$ cat config.mk
export PLATFORM = sky130hd
export DESIGN_NAME = sim_frame_trigger
export DESIGN_NICKNAME = d
export VERILOG_FILES = /design/src/rtl/sim_frame_trigger_pkg.sv /design/src/rtl/sim_sync2.sv /design/src/rtl/sim_frame_trigger.sv
export SDC_FILE = /design/constraint.sdc
export NUM_CORES = 1
export LEC_CHECK = 0
export CORE_AREA = 8 8 74 76
export DETAILED_ROUTE_END_ITERATION = 10
export DIE_AREA = 0 0 82 84
export PLACE_DENSITY = 0.76
export SYNTH_ARGS = -nofsm -noshare
export SYNTH_HDL_FRONTEND = slang
export SYNTH_SLANG_ARGS = --single-unit
$ cat constraint.sdc
create_clock -name clk -period 2.5 [get_ports clk]
set_clock_uncertainty 0.05 [all_clocks]
set_input_delay 0.5 -clock clk [delete_from_list [all_inputs] [get_ports clk]]
set_output_delay 0.5 -clock clk [all_outputs]
set_load 0.1 [all_outputs]
$ cat src/rtl/sim_frame_trigger_pkg.sv
// Shared jtframe simulation definitions for the frame-triggered dump window:
// trigger FSM states, frame counter width and default window bounds.
package sim_frame_trigger_pkg;

  localparam int unsigned FrameCntW = 32;

  localparam logic [FrameCntW-1:0] StartFrameDef = 32'd0;
  localparam logic [FrameCntW-1:0] StopFrameDef  = 32'd100;

  typedef enum logic [1:0] {
    StWaitDl,
    StCount,
    StDump,
    StDone
  } trig_state_e;

endpackage

$ cat src/rtl/sim_sync2.sv
// Two-flop synchroniser bringing one asynchronous level into the clk domain.
module sim_sync2 (
  input  logic clk,
  input  logic rst_n,
  input  logic i_async,
  output logic o_sync
);

  logic r_meta;
  logic r_sync;

  always_ff @(posedge clk or negedge rst_n) begin
    if (!rst_n) begin
      r_meta <= 1'b0;
      r_sync <= 1'b0;
    end else begin
      r_meta <= i_async;
      r_sync <= r_meta;
    end
  end

  assign o_sync = r_sync;

endmodule

$ cat src/rtl/sim_frame_trigger.sv
// Counts VGA frames after a ROM download and opens a dump window at START_FRAME.
// Define SIM_FRAME_TRIGGER_STOP_EN to close the window again at STOP_FRAME.
module sim_frame_trigger
  import sim_frame_trigger_pkg::*;
#(
  parameter logic [FrameCntW-1:0] START_FRAME = StartFrameDef,
  parameter logic [FrameCntW-1:0] STOP_FRAME  = StopFrameDef
) (
  input  logic                 clk,
  input  logic                 rst_n,
  input  logic                 VGA_VS,
  input  logic                 led,
  output logic [FrameCntW-1:0] frame_cnt,
  output logic                 frame_stb,
  output logic                 dump_en,
  output logic                 dump_done
);

  logic w_vs;
  logic w_led;
  logic w_fall;

  logic                 r_vs_d;
  trig_state_e          r_state;
  logic [FrameCntW-1:0] r_frame_cnt;
  logic                 r_frame_stb;
  logic                 r_dump_en;
  logic                 r_dump_done;

  sim_sync2 u_sync_vs (
    .clk    (clk),
    .rst_n  (rst_n),
    .i_async(VGA_VS),
    .o_sync (w_vs)
  );

  sim_sync2 u_sync_led (
    .clk    (clk),
    .rst_n  (rst_n),
    .i_async(led),
    .o_sync (w_led)
  );

  assign w_fall = r_vs_d & ~w_vs;

`ifndef SIM_FRAME_TRIGGER_STOP_EN
  logic w_unused_stop;
  assign w_unused_stop = ^STOP_FRAME;
`endif

  always_ff @(posedge clk or negedge rst_n) begin
    if (!rst_n) begin
      r_vs_d      <= 1'b0;
      r_state     <= StWaitDl;
      r_frame_cnt <= '0;
      r_frame_stb <= 1'b0;
      r_dump_en   <= 1'b0;
      r_dump_done <= 1'b0;
    end else begin
      r_vs_d <= w_vs;
      if (w_led) begin
        // A download in progress wins over any frame edge in the same cycle.
        r_state     <= StWaitDl;
        r_frame_cnt <= '0;
        r_frame_stb <= 1'b0;
        r_dump_en   <= 1'b0;
        r_dump_done <= 1'b0;
      end else begin
        r_frame_stb <= 1'b0;
        unique case (r_state)
          StWaitDl: begin
            r_frame_cnt <= '0;
            r_state     <= StCount;
          end
          StCount: begin
            if (w_fall) begin
              r_frame_stb <= 1'b1;
              r_frame_cnt <= r_frame_cnt + 32'd1;
              if (r_frame_cnt == START_FRAME) begin
                r_state   <= StDump;
                r_dump_en <= 1'b1;
              end
            end
          end
          StDump: begin
            if (w_fall) begin
              r_frame_stb <= 1'b1;
              r_frame_cnt <= r_frame_cnt + 32'd1;
`ifdef SIM_FRAME_TRIGGER_STOP_EN
              if ((r_frame_cnt == STOP_FRAME) && (STOP_FRAME > START_FRAME)) begin
                r_state     <= StDone;
                r_dump_en   <= 1'b0;
                r_dump_done <= 1'b1;
              end
`endif
            end
          end
          StDone: begin
            if (w_fall) begin
              r_frame_stb <= 1'b1;
              r_frame_cnt <= r_frame_cnt + 32'd1;
            end
          end
          default: r_state <= StWaitDl;
        endcase
      end
    end
  end

  assign frame_cnt = r_frame_cnt;
  assign frame_stb = r_frame_stb;
  assign dump_en   = r_dump_en;
  assign dump_done = r_dump_done;

endmodule

==> results of run 1 <==
[cell families after synthesis]
family	after synthesis	synth area share, %
buf+inv	21	4.333
compound gates	46	13.17
mux	1	0.4684
flops	41	48.01
simple gates	105	29.39
xor+xnor	8	3.279
other cells	1	0.1755
fa+ha+maj	2	1.171
[metal layers]
layer / track usage [%] / vias up / wire length [um] / part of all wire (%)
met5: 0 / - / 0 / 0
met4: 4.952 / 0 / 77 / 1.4
met3: 5.496 / 9 / 420 / 7.8
met2: 24.14 / 61 / 2529 / 47
met1: 22.16 / 941 / 2324 / 43
li1: - / 905 / - / -
[worst max-delay path by stage]
stage | endpoint | cells after the start
3_5_place_dp | frame_cnt[29] | 4
4_1_cts | frame_cnt[16] | 5
3_3_place_gp | frame_cnt[16] | 5
2_1_floorplan | frame_cnt[30] | 5
5_1_grt | frame_cnt[24] | 5
6_report | frame_cnt[24] | 5
[final cells by class]
class,instances,share of cell area [%]
inverters,7,1.032
multi-input cells,163,40.02
clock buffers,8,3.540
flip-flops and latches,41,41.25
repair buffers,39,11.60
well taps,52,2.557
[worst max-delay path, delay by kind of cell, from the launching register on]
kind	cells	cell delay (ps)
AO/OA/AOI/OAI	1	160
adder cells (fa/ha/maj)	1	200
flip-flops	1	400
AND/OR/NAND/NOR	3	1340
[where the power goes]
part / total (mW) / switching [mW] / internal, mW
Clock: 0.445 / 0.219 / 0.225
Combinational: 0.0768 / 0.0589 / 0.0179
Sequential: 0.678 / 0.00674 / 0.671
Total: 1.20 / 0.285 / 0.914
[state kept, by name, indices dropped and copies added (netlist names)]
signal	count
frame_cnt	32
u_sync_led.r_meta	1
dump_en	1
u_sync_vs.o_sync	1
frame_stb	1
r_state	2
r_vs_d	1
u_sync_vs.r_meta	1
u_sync_led.o_sync	1
[Yosys cell counts, drive strengths merged]
cell type,count
xnor2,5
nand4,9
nand2,17
o21ai,6
nand4b,2
a21oi,23
ha,2
nor3,5
or4,16
or3,10
nor4b,2
nor2b,2
or4b,3
o21ba,2
mux2i,1
conb,1
xor2,3
clkbuf,12
nor2,12
buf,2
nand3,11
o31ai,12
o41ai,3
inv,7
and3,1
nor4,9
nand2b,1
or2,3
dfrtp,41
and4,2
==> metrics.md, run 1 <==
| Metric | Value |
|---|---|
| Status | completed |
| Drt drc | 0 |
| Detailed-route via count | roughly 1900 |
| Fin. max-slew vios | 0 |
| Total core area | roughly 0.0043 mm^2 |
| Post-synthesis register bit count | just over 40 |
| FF+latch area | roughly 0.0010 mm^2 |
| Cts repair resizes | 0 |
| Area grow syn2layout | 19.09% |
| Detailed Route WL | 5.351 mm |
| Cell area after synthesis | around 0.0021 mm^2 |
| Max Root-Sink Buffers | 2 |
| Final Wtd Congestion | between 0.8 and 0.9 |
| Starting Density | between 50% and 60% |
| Top-area cell type share of the netlist area | about half |
| CP Data Arrival Time | 2390 ps |
| Total power draw | ~1.2 mW |
| Max Cap Violations | 0 |
| Worst setup margin | 273.4 ps |
| Cell Count, Final, Fillers Out | 310 |
| Fin crit period | around 2200 ps |
| Worst path slowest cell | or4_1 |
| Ports | 39 |
| ANT nets after route | 0 |
| Net count reported at finish | roughly 260 |
| Mapped Nets | 231 |
| I/O Buffers | 37 |
| Synth cell types | 35 |
| Reg2Reg Setup Slack | 270 ps |
| Post-synthesis sequential area ratio | between 40% and 50% |
| Yosys warning count | 0 |
| Hold Crit Class | input port to async pin |
| CTS tree | built |
| Pwr dens | roughly 470 mW/mm^2 |
| Final core utilization | slightly below 60% |
| Critical R2R Capture | frame_cnt[24] |
| Placed Cells | between 300 and 400 |
| Place WS | a little under 300 ps |
| Crit path launch type | flip-flop |
| Post-CTS Setup Bufs | 0 |
| Largest net degree at the start of global routing | 33 |
| Root Driver | clkbuf_8 |
| Fmax | roughly 450 MHz |
| CP Cell Sequence | ha_1 > nand4b_1 > or4_1 > or4_1 > a21oi_1 |
| Setup_tns | 0 ps |
| Critical path peak fanout | 10 |
| Commonest non-fill, non-tap cell in the layout | buf_4 |
| Crit path capture type | flip-flop |
| Horiz. Die Dim | around 82 um |
| Vias per Instance | between 6 and 7 |
| Fill count | 373 |
| Max-slew headroom | between 50% and 60% |
| Final hold viol count | 0 |
| Fraction of layout cells with a size suffix above 1 | 28.29% |
| Gate Count Post-Synth | approximately 230 |
| Worst Path Class, Setup | flip-flop to flip-flop |
| RSZ-0062 raised after global routing | no |
| # setup viols final | 0 |
| CP max stage delay | ~700 ps |
| Peak supply drop | 0.3299 mV |
| DR iter-0 viols | about 140 |
| Hold_buf cts | 0 |
| Clock-pin slew on the worst setup and hold paths | ~80 ps |
| Period utilization | 89.07% |
| Worst Tran Pin Value | a little over 600 ps |
| Die height | roughly 84 um |
| TritonRoute pass-1 iters | 4 |
| Num rows | 24 |
| GR Overflow Total | 0 |
| Area contributors post-synth | dfrtp_1 48%, a21oi_1 5.4%, or4_1 5.3% |
| WL/cell | approximately 17 um |
| ANT cells | 0 |
| Reg-to-reg critical path startpoint | frame_cnt[0] |
| DP HPWL | slightly below 4 mm |
| Hold_ws | between 20 and 25 ps |
| WP data required | around 2700 ps |
| R2R cell count | 5 |
| Critical path startpoint | frame_cnt[0] |
| Cell Area, Placed | between 0.002 and 0.0025 mm^2 |
| Most frequent CP cell | or4_1 |
| Post-synth top area cell | dfrtp_1 |
| Avg Inst Size Synth | 9.498 um^2 |
| Final instance area | ~0.0025 mm^2 |
| P_leak | ~0.94 nW |
| Initial antenna violation count | 0 |
| Multi-input gate area | roughly 0.0010 mm^2 |
| Sink Count | between 40 and 50 |
| Die footprint | 0.006888 mm^2 |
| Clock buffer count from CTS | 5 |
| Most frequent cells in the layout | 36 x buf_4, 23 x a21oi_1, 22 x dfrtp_1 |
| H-tree Lvls | 2 |
| Tot GR Track Use | between 10% and 20% |
| Vias in the first global route | roughly 1800 |
| Global-route wire length before repair | around 9.0 mm |
| Skew-Pair Late Insertion Delay | 290 ps |
No activity file was read; power rests on OpenSTA's default activity.
==> run 2, diff against run 1 <==
CORE_AREA = 8 8 83 85   (was 8 8 74 76)
CTS_BUF_LIST = sky130_fd_sc_hd__clkbuf_8   (was default)
DIE_AREA = 0 0 91 93   (was 0 0 82 84)
PLACE_DENSITY = default   (was 0.76)
==> metrics.md, run 2 (synthesis gave the netlist of run 1 again) <==
| Metric | Value |
|---|---|
| Worst Tran Pin Value | 621.5 ps (-0.01574 ps) |
| Pwr dens | 459.2 mW/mm^2 (-2.5%) |
| Root Driver | clkbuf_8 |
| Max Root-Sink Buffers | 2 (unchanged) |
| CP Data Arrival Time | 2410 ps (+20 ps) |
| Most frequent cells in the layout | 36 x buf_4, 23 x a21oi_1, 22 x dfrtp_1 |
| Setup_tns | 0 ps (unchanged) |
| DP HPWL | 4.031 mm (+1.6%) |
| Num rows | 28 (+17%) |
| ANT cells | 0 (unchanged) |
| Critical path peak fanout | 10 (unchanged) |
| CTS tree | built |
| Vias in the first global route | 1938 (+8.6%) |
| ANT nets after route | 0 (unchanged) |
| # setup viols final | 0 (unchanged) |
| Final instance area | 0.002566 mm^2 (+0.84%) |
| Fill count | 603 (+62%) |
| Fin. max-slew vios | 0 (unchanged) |
| Fin crit period | 2246 ps (+18.93 ps) |
| Ports | 39 (unchanged) |
| Commonest non-fill, non-tap cell in the layout | buf_4 |
| Cell Count, Final, Fillers Out | 333 (+7.4%) |
| WP data required | 2660 ps (about the same) |
| Area grow syn2layout | 20.08% |
| Worst Path Class, Setup | flip-flop to flip-flop |
| Detailed Route WL | 5.591 mm (+4.5%) |
| Crit path capture type | flip-flop |
| Period utilization | 89.82% (+0.76 points) |
| Max-slew headroom | 58.57% (about the same) |
| Cell Area, Placed | 0.002484 mm^2 (+1.2%) |
| Worst setup margin | 254.4 ps (-18.93 ps) |
| TritonRoute pass-1 iters | 4 (unchanged) |
| Place WS | 282.9 ps (-12.47 ps) |
| P_leak | 0.9436 nW (+0.38%) |
| DR iter-0 viols | 162 (+17%) |
| Status | completed |
| Global-route wire length before repair | 9.687 mm (+7.4%) |
| Starting Density | 37.65% (-12 points) |
| Crit path launch type | flip-flop |
| GR Overflow Total | 0 (unchanged) |
| Clock-pin slew on the worst setup and hold paths | 80 ps (about the same) |
| Total power draw | 1.179 mW (-1.7%) |
| Skew-Pair Late Insertion Delay | 300 ps (about the same) |
| Drt drc | 0 (unchanged) |
| Largest net degree at the start of global routing | 33 (unchanged) |
| Largest register FFs | 32 (unchanged) |
| Peak supply drop | 0.2381 mV (-28%) |
| H-tree Lvls | 2 (unchanged) |
| Hold_buf cts | 0 (unchanged) |
| Max Cap Violations | 0 (unchanged) |
| Fmax | 445.3 MHz (-0.84%) |
| Total core area | 0.005675 mm^2 (+33%) |
| Vias per Instance | 5.742 (-7.1%) |
| Die height | 93 um (+11%) |
| I/O Buffers | 37 (unchanged) |
| Cts repair resizes | 0 (unchanged) |
| RSZ-0062 raised after global routing | no |
| Post-CTS Setup Bufs | 0 (unchanged) |
| Net count reported at finish | 263 (unchanged) |
| Clock buffer count from CTS | 5 (unchanged) |
| Placed Cells | 325 (+7.6%) |
| Initial antenna violation count | 0 (unchanged) |
| Hold Crit Class | input port to async pin |
| Fraction of layout cells with a size suffix above 1 | 28.68% (+0.39 points) |
| Final Wtd Congestion | 0.8501 (+0.45%) |
| Final hold viol count | 0 (unchanged) |
| Die footprint | 0.008463 mm^2 (+23%) |
| Hold_ws | 111.5 ps (+89.94 ps) |
| WL/cell | 16.79 um (-2.7%) |
| Final core utilization | 45.22% (-14 points) |
| Sink Count | 41 (unchanged) |
| Tot GR Track Use | 14.01% (-2.5 points) |
| Detailed-route via count | 1912 (-0.21%) |
| Horiz. Die Dim | 91 um (+11%) |
run 2: path summary, 6_finish.rpt:
check	startpoint	to	slack (ps)	cells after the start
max	frame_cnt[0]	frame_cnt[18]	250	5
min	rst_n	frame_cnt[23]	110	1
max reg2reg	frame_cnt[0]	frame_cnt[18]	250	5
min reg2reg	u_sync_led.r_meta	u_sync_led.o_sync	300	0
max in group asynchronous	rst_n	frame_cnt[12]	1710	2
min in group clk	u_sync_led.r_meta	u_sync_led.o_sync	300	0
run 2: cell type report:
type	instances	area [um^2]	area share (%)
sequential	41	1050	40.91
inverter	7	26.28	1.024
timing repair buffer	39	295.3	11.51
clock buffer	5	68.82	2.682
multi-input combinational	163	1018	39.69
tap	75	93.84	3.657
clock inverter	3	13.76	0.5363
run 2: power by group:
part / switching, mW / internal [mW]
clock network: 0.234 / 0.190
logic: 0.0589 / 0.0180
registers: 0.00665 / 0.671
run 2: critical path, stage by stage, from the launching register on:
cell and delay [ps]:
dfrtp_2 400, ha_1 200, nand4b_1 200, or4_1 690, or4_1 470, a21oi_1 160
run 2: routing by layer:
layer	up-vias	GRT usage, %	share of wire [%]
met4	0	5.866	1.9
met5	-	0	0
met2	55	22.25	47
li1	913	-	-
met1	937	17.37	45
met3	7	4.247	6.5
==> run 3, diff against run 2 <==
CORE_AREA = 2 2 79 81   (was 8 8 83 85)
DIE_AREA = 0 0 81 83   (was 0 0 91 93)
==> metrics.md, run 3 (synthesis gave the netlist of run 1 again) <==
| Metric | Value |
|---|---|
| Status | completed |
| Combinational Power Share | 6.8% (+0.3 points) |
| Num rows | 28 (unchanged) |
| Hold Crit Class | input port to async pin |
| Root Driver | clkbuf_8 |
| Worst path slowest cell | or4_1 |
| Fraction of layout cells with a size suffix above 1 | 28.02% (-0.67 points) |
| Critical path peak fanout | 10 (unchanged) |
| Area grow syn2layout | 20.26% |
| Sink Count | 41 (unchanged) |
| Fin. max-slew vios | 0 (unchanged) |
| Final Wtd Congestion | 0.7957 (-6.4%) |
| Crit path capture type | flip-flop |
| CP top delay family | simple AND/OR/NAND/NOR gates |
| DR iter-0 viols | 115 (-29%) |
| Largest net degree at the start of global routing | 33 (unchanged) |
| WP data required | 2660 ps (about the same) |
| P_leak | 0.9448 nW (+0.13%) |
| H-tree Lvls | 2 (unchanged) |
| GR Overflow Total | 0 (unchanged) |
| Most frequent CP cell | or4_1 |
| Die height | 83 um (-11%) |
| Crit path launch type | flip-flop |
| CP Data Arrival Time | 2400 ps (about the same) |
| Worst Tran Pin Value | 665.5 ps (+43.99 ps) |
| Clock-pin slew on the worst setup and hold paths | 80 ps (about the same) |
| Commonest non-fill, non-tap cell in the layout | buf_4 |
| Largest register FFs | 32 (unchanged) |
| Net count reported at finish | 262 (-0.38%) |
| Pwr dens | 455.1 mW/mm^2 (-0.91%) |
| Peak supply drop | 0.2123 mV (-11%) |
| DP HPWL | 3.833 mm (-4.9%) |
| I/O Buffers | 37 (unchanged) |
| Worst Path Class, Setup | flip-flop to flip-flop |
| Power share of the clock group | 35.3% (-0.7 points) |
| TritonRoute pass-1 iters | 4 (unchanged) |
| RSZ-0062 raised after global routing | no |
| Period utilization | 89.84% (about the same) |
| ANT cells | 0 (unchanged) |
| Initial antenna violation count | 0 (unchanged) |
| Vias in the first global route | 1772 (-8.6%) |
| Post-CTS Setup Bufs | 0 (unchanged) |
| Starting Density | 36.75% (-0.91 points) |
| CP max stage delay | 690 ps (about the same) |
| Fill count | 600 (-0.50%) |
| Clock buffer count from CTS | 5 (unchanged) |
| Detailed-route via count | 1882 (-1.6%) |
| Die footprint | 0.006723 mm^2 (-21%) |
| Drt drc | 0 (unchanged) |
| Cts repair resizes | 0 (unchanged) |
| # setup viols final | 0 (unchanged) |
| Worst setup margin | 254.0 ps (-0.3860 ps) |
| CTS tree | built |
| Global-route wire length before repair | 9.025 mm (-6.8%) |
| Setup_tns | 0 ps (unchanged) |
| ANT nets after route | 0 (unchanged) |
| Flop pwr share | 57.9% (+0.4 points) |
| Internal power contribution | 0.8779 mW (about the same) |
| Skew-Pair Late Insertion Delay | 290 ps (about the same) |
| Hold_ws | 124.2 ps (+12.72 ps) |
| Ports | 39 (unchanged) |
| Most frequent cells in the layout | 34 x buf_4, 23 x a21oi_1, 22 x dfrtp_1 |
| Critical path buffer and inverter count | 0 (unchanged) |
| CP Cell Sequence | ha_1 > nand4b_1 > or4_1 > or4_1 > a21oi_1 |
| Horiz. Die Dim | 81 um (-11%) |
| Detailed Route WL | 5.401 mm (-3.4%) |
| Hold_buf cts | 0 (unchanged) |
| Sw Ratio | 24.93% (-0.52 points) |
| Vias per Instance | 5.669 (-1.3%) |
| Fin crit period | 2246 ps (+0.3860 ps) |
| Final hold viol count | 0 (unchanged) |
| P_sw | 0.2916 mW (-2.8%) |
| Max-slew headroom | 55.63% (-2.9 points) |
| Max Root-Sink Buffers | 2 (unchanged) |
| Total core area | 0.005816 mm^2 (+2.5%) |
| Fmax | 445.2 MHz (about the same) |
| Tot GR Track Use | 17.03% (+3.0 points) |
| Place WS | 279.6 ps (-3.297 ps) |
| WL/cell | 16.27 um (-3.1%) |
| Max Cap Violations | 0 (unchanged) |
run 3: cell count changes in the layout (fill, tap and decap cells not counted), sizes merged:
| cell | delta |
|---|---|
| buf | -1 |
| clkinv | -1 |
| inv | +1 |
run 3: worst paths after layout:
kind	slack [ps]	endpoint	start	cells after the start
worst max-delay path	250	frame_cnt[16]	frame_cnt[0]	5
min in group clk	300	u_sync_led.o_sync	u_sync_led.r_meta	0
worst max register to register	250	frame_cnt[16]	frame_cnt[0]	5
max in group asynchronous	1770	frame_cnt[1]	rst_n	2
worst min register to register	300	u_sync_led.o_sync	u_sync_led.r_meta	0
worst min-delay path	120	frame_cnt[25]	rst_n	1
run 3: layout make-up:
| type | instances | area (um^2) | share of cell area [%] |
|---|---|---|---|
| sequential | 41 | 1050 | 40.85 |
| multi-input combinational | 163 | 1018 | 39.63 |
| timing repair buffer | 38 | 300.3 | 11.68 |
| tap | 75 | 93.84 | 3.651 |
| clock buffer | 5 | 68.82 | 2.678 |
| inverter | 7 | 26.28 | 1.022 |
| clock inverter | 3 | 12.51 | 0.4869 |
run 3: stage by stage:
| step | instances | utilization (%) | instance area [um^2] | power [mW] |
|---|---|---|---|---|
| after detailed placement | 324 | 42.79 | 2489 | 0.7719 |
| after global placement | 324 | 42.79 | 2489 | 0.7714 |
| after CTS | 332 | 44.19 | 2570 | 1.188 |
| after global routing | 332 | 44.19 | 2570 | 1.226 |
| final | 332 | 44.19 | 2570 | 1.170 |
| after floorplan | 225 | - | 2161 | 0.7393 |
run 3: layer usage:
metal	wire length, um	vias up	track usage (%)
met5	0	-	0
met4	70	0	4.931
met3	217	6	3.478
met2	2591	47	26.07
met1	2521	921	24.22
li1	-	908	-
run 3: power groups by stage:
stage	logic [mW]	registers (mW)	clock network [mW]
after floorplan	0.0345	0.705	0
after global placement	0.0809	0.690	0
after detailed placement	0.0811	0.691	0
after CTS	0.0813	0.678	0.430
after global routing	0.0872	0.679	0.460
final	0.0791	0.678	0.413
